--- src/rtl/upsample_2x2.sv ---
// upsample_2x2: 2x2 row upsampler (pooled row in on s_*, two R-wide rows out on m_*, m_odd marks the second row)
module upsample_2x2 #(
    parameter int R         = 10,
    parameter int W         = 8,
    parameter int ZERO_FILL = 0
) (
    input  logic                    clk,
    input  logic                    rst,
    input  logic                    s_valid,
    output logic                    s_ready,
    input  logic [R/2-1:0][W-1:0]   s_data,
    output logic                    m_valid,
    input  logic                    m_ready,
    output logic [R-1:0][W-1:0]     m_data,
    output logic                    m_odd
);
    localparam logic [1:0] EMPTY = 2'd0;
    localparam logic [1:0] TX0   = 2'd1;
    localparam logic [1:0] TX1   = 2'd2;
    localparam bit         ZF    = ZERO_FILL != 0;

    if (R < 2 || R % 2 != 0) begin : g_bad_r
        $error("upsample_2x2: R must be even and >= 2");
    end

    logic [1:0]             state, state_d;
    logic [R/2-1:0][W-1:0]  row_q;

    assign s_ready = !rst && (state == EMPTY || (state == TX1 && m_ready));
    assign m_valid = state != EMPTY;
    assign m_odd   = state == TX1;

    always_comb begin
        state_d = state == EMPTY ? (s_valid ? TX0 : EMPTY) :
                  state == TX0   ? (m_ready ? TX1 : TX0) :
                  !m_ready       ? TX1 :
                  s_valid        ? TX0 : EMPTY;
    end

    always_comb begin
        m_data = '0;
        for (int c = 0; c < R/2; c++) begin
            m_data[2*c]   = (state == EMPTY || (ZF && state == TX1)) ? '0 : row_q[c];
            m_data[2*c+1] = (state == EMPTY || ZF) ? '0 : row_q[c];
        end
    end

    always_ff @(posedge clk) begin
        if (rst) begin
            state <= EMPTY;
            row_q <= '0;
        end else begin
            state <= state_d;
            if (s_valid && s_ready) row_q <= s_data;
        end
    end
endmodule
--- config.mk ---
export PLATFORM = sky130hd
export DESIGN_NAME = upsample_2x2
export DESIGN_NICKNAME = d
export VERILOG_FILES = /design/src/rtl/upsample_2x2.sv
export SDC_FILE = /design/constraint.sdc
export NUM_CORES = 1
export LEC_CHECK = 0
export BUFFER_PORTS_ARGS = -buffer_cell sky130_fd_sc_hd__buf_4
export CAP_MARGIN = 20
export CORE_MARGIN = 2
export CORE_UTILIZATION = 30
export CTS_CLUSTER_DIAMETER = 150
export DETAILED_ROUTE_END_ITERATION = 8
export PLACE_DENSITY = 0.6
export SLEW_MARGIN = 20
export SYNTH_ARGS = -nofsm -noshare
export SYNTH_HDL_FRONTEND = slang
export SYNTH_SLANG_ARGS = --single-unit
--- constraint.sdc ---
create_clock -name clk -period 1.7 [get_ports clk]
set_input_delay 0.255 -clock clk [delete_from_list [all_inputs] [get_ports clk]]
set_output_delay 0.255 -clock clk [all_outputs]
set_load 0.02 [all_outputs]
# After elaboration in Yosys (flattened, before gate mapping)
# Cells that the tools add are included.
dict set report classes {
  multipliers 0
  mux 10
  div 0
  n_reduce_logical 7
  magnitude_cmp 0
  shift 0
  n_eq_ne 2
  n_bitwise 0
  add_sub_neg 0
}
# op n
set ops {}
lappend ops {{$mux 8} 5}
lappend ops {{$mux 2} 4}
lappend ops {{$logic_and 1x1->1} 3}
lappend ops {{$eq 2x1->1 const B} 1}
lappend ops {{$eq 2x2->1 const B} 1}
lappend ops {{$logic_not 2->1} 1}
lappend ops {{$reduce_bool 2->1} 1}
lappend ops {{$logic_not 1->1} 1}
lappend ops {{$logic_or 1x1->1} 1}
lappend ops {{$mux 1} 1}
dict set report totals {
  memories 0
  latchBits 0
  mem_bits_rw 0
  word_cells 25
  romBits 0
  input_bits 44
  reg_bits 42
}

# Logic depth before layout (Yosys ltp)
dict set report depth {
  ltp_word 5
  mapped_depth 5
  depth_no_buf 3
}

# Worst setup path before layout
# OpenSTA, ideal clock, no wires.
dict set report synth_timing {
  path_type {register -> output}
  from {register state[1]}
  to {output port m_data[10] (netlist bit)}
  path_stages_with_launch 5
  arrival_ns 1.241
  setup_slack_ns 0.204
  t_required_ns 1.445
  cell_sequence {dfxtp_1 > nor2_1 > clkbuf_1 > nor2b_1 > buf_4}
}
# item line_no
set synth_lines {}
lappend synth_lines {{start, declared} 26} ;# logic [1:0] state, state_d;
lappend synth_lines {{start signal, assigned} 53} ;# state <= state_d;
lappend synth_lines {{end, declared} 14} ;# output logic [R-1:0][W-1:0] m_data,

==> flow_summary.toml <==
[critical_path]
r2r-start = "state[0]"
r2r_slack_ps = 370
crit_required_ps = 1440
path_class = "reg2out"
r2r_end = "row_q[34]"
start_kind = "flop"
cpPeakStageDelay_ps = 390
cp_max_fo = 41
path_cells = "nor2_4 -> buf_12 -> nor2b_1 -> buf_4"
r2r_cells = 4
critPathSlowestCell = "dfxtp_2"
crit_path_start = "state[0]"
endpoint = "m_data[65]"
crit_path_end_kind = "output port"
cp_data_arrival_time_ps = 1290

[pwr]
p_per_area_nw_per_um2 = 719
sw_frac_of_total_pct = 28.3
p_int_mw = 1.71
ir_worst_vdd_mv = 0.307
power_frac_seq_pct = 45.9
clkPwrFrac_pct = 27.5
power_switching_mw = 0.677
leakage_nw = 1.54
p_comb_share_pct = 26.6

[clock_network]
cts.root.buffer_cell = "clkbuf_8"
postCtsSetupRepairBufs = 0
cts_hold_buffers = 0
clk_latency_ps = 280
cts_max_level = 2
cts_resized = 0
clock_sinks = 42
path_clk_slew_ps = 80
clk_path_buf_depth = 2
cts_tree = "built"
numCtsBuffers = 5

[routing]
vias = 1874
post-route-drc-count = 0
drtIter0Drc = 28
routed_wl_mm = 5.00
first_pass_iters = 4
antenna_left = 0
routedWlPerCell_um = 10.9
viasPerCell = 4.09

[sta]
report.final.slew_viol_count = 0
tightest_slew_ps = 306
setup_viol = 0
period_minus_slack_ps = 1550
clock.fmax_mhz = 647
final_hold_viol_count = 0
period_share_pct = 90.9
relSlewSlack_pct = 79.6
skew_ps = 2.92
tns_ps = 0
rsz0062_at_grt = "false"

[worst_hold_path]
hp-class = "in2reg"

[synthesis]
syn_inst = 274
mappedNetlistNets = 318
syn_area_um2 = 2520
synth-seq-cells = 42
syn_avg_cell_area_um2 = 9.19
synth-seq-area-share_pct = 33.4
ys_types = 17
ys.warnings.count = 0

[global_route]
grt_pass1_wl_mm = 7.63
met1_usage_pct = 12.8
grt_use_met2_pct = 18.2
grt_pass1_vias = 1732
grtUsageMet3_pct = 2.92
grt-busiest-layer = "met2"
grtUsageTotal_pct = 10.5
grt-ovfl-total = 0
grt_max_degree = 55
grt_antenna_before_repair = 0

[placement]
numPortBuffers = 126
routabilityCongestion = 0.640
hpwl_mm = 3.55
dp_cells = 450

[cells_and_area]
final_cells = 458
nets = 396
layout_common_cells = "buf_4, nand2b_1, nor2b_1"
final_common_cell = "buf_4"
area_growth_pct = 31.9
n_antenna_cell = 0
layout-drive-gt1-share_pct = 40.5

[floorplanning]
num_rows = 33
start_util_pct = 30.8
die_area_um2 = 9140
coreArea_um2 = 8180
ioPinCount = 127
die_y_um = 95.6
die_w_um = 95.6

[outcome]
status = "completed"

[job]
drv_cap = 0
-- cell type report --
class                      count  area, µm²
sequential                    42        843
multi-input combinational    173       1250
clock inverter                 1       5.00
clock buffer                   7       86.3
timing repair buffer         129       1010
fill                         857       4850
inverter                       1       3.75
tap                          105        131
-- metrics by stage --
stage | power [mW] | hold slack [ps] | utilization, % | area, µm² | setup slack (ps)
finish | 2.39 | 230 | 40.6 | 3320 | 155
global route | 2.54 | 219 | 40.6 | 3320 | 51.0
CTS | 2.45 | 215 | 40.6 | 3320 | 41.5
detailed placement | 1.76 | 458 | 39.5 | 3230 | 358
global placement | 1.76 | 453 | 39.5 | 3230 | 424
floorplan | 1.57 | 392 | - | 2520 | 204
-- flip-flops by register name, indices dropped and copies added, names as in the netlist --
signal / flops
state: 2
row_q: 40
-- cell usage after synthesis --
master    count  area, µm²
a211oi_1      1       7.51
a21oi_1       1       5.00
and2b_2       2       17.5
and2b_4       1       10.0
buf_12        4       80.1
buf_4        40        300
buf_6         1       11.3
clkbuf_1     13       48.8
dfxtp_1      42        841
inv_1         1       3.75
mux2i_1      40        400
nand2_1       1       3.75
nand2b_1     80        500
nor2_1        2       7.51
nor2b_1      42        263
nor2b_2       1       8.76
nor3_1        2       10.0
-- routing by layer --
| layer | wire length, µm | part of all wire, % | vias to the layer above |
|---|---|---|---|
| met5 | 0 | 0 | - |
| met4 | 0 | 0 | 0 |
| met3 | 372 | 7.4 | 0 |
| met2 | 2390 | 48 | 73 |
| met1 | 2240 | 45 | 831 |
| li1 | - | - | 970 |
-- power groups by stage --
stage | clock network [mW] | logic (mW) | registers [mW]
4_1_cts | 0.705 | 0.648 | 1.10
2_1_floorplan | 0 | 0.468 | 1.11
3_3_place_gp | 0 | 0.642 | 1.11
6_report | 0.657 | 0.635 | 1.10
5_1_grt | 0.739 | 0.691 | 1.11
3_5_place_dp | 0 | 0.646 | 1.12
-- worst min path at each step --
stage	startpoint	endpoint	slack (ps)	cells after the start
after floorplan	m_ready	state[1]	390	2
after global placement	row_q[34]	row_q[34]	450	2
after detailed placement	row_q[21]	row_q[21]	460	2
after CTS	s_data[24]	row_q[24]	210	3
after global routing	s_data[1]	row_q[1]	220	3
final	m_ready	state[1]	230	3
-- cell families (layout without fill, tap and decap cells) --
| logic type | count (synthesis) | in the layout | synth area share (%) |
|---|---|---|---|
| multiplexers | 40 | 40 | 15.9 |
| AND/OR/NAND/NOR | 131 | 131 | 32.6 |
| buffers and inverters | 59 | 138 | 17.6 |
| flip-flops | 42 | 42 | 33.4 |
| AO/OA/AOI/OAI | 2 | 2 | 0.497 |
-- critical path: cells and delay by family (launching register included) --
family	cells	cell delay (ps)
DFF	1	390
and+or+nand+nor	2	260
buffers and inverters	2	350
Note: power is estimated with default switching activity, not from simulation.
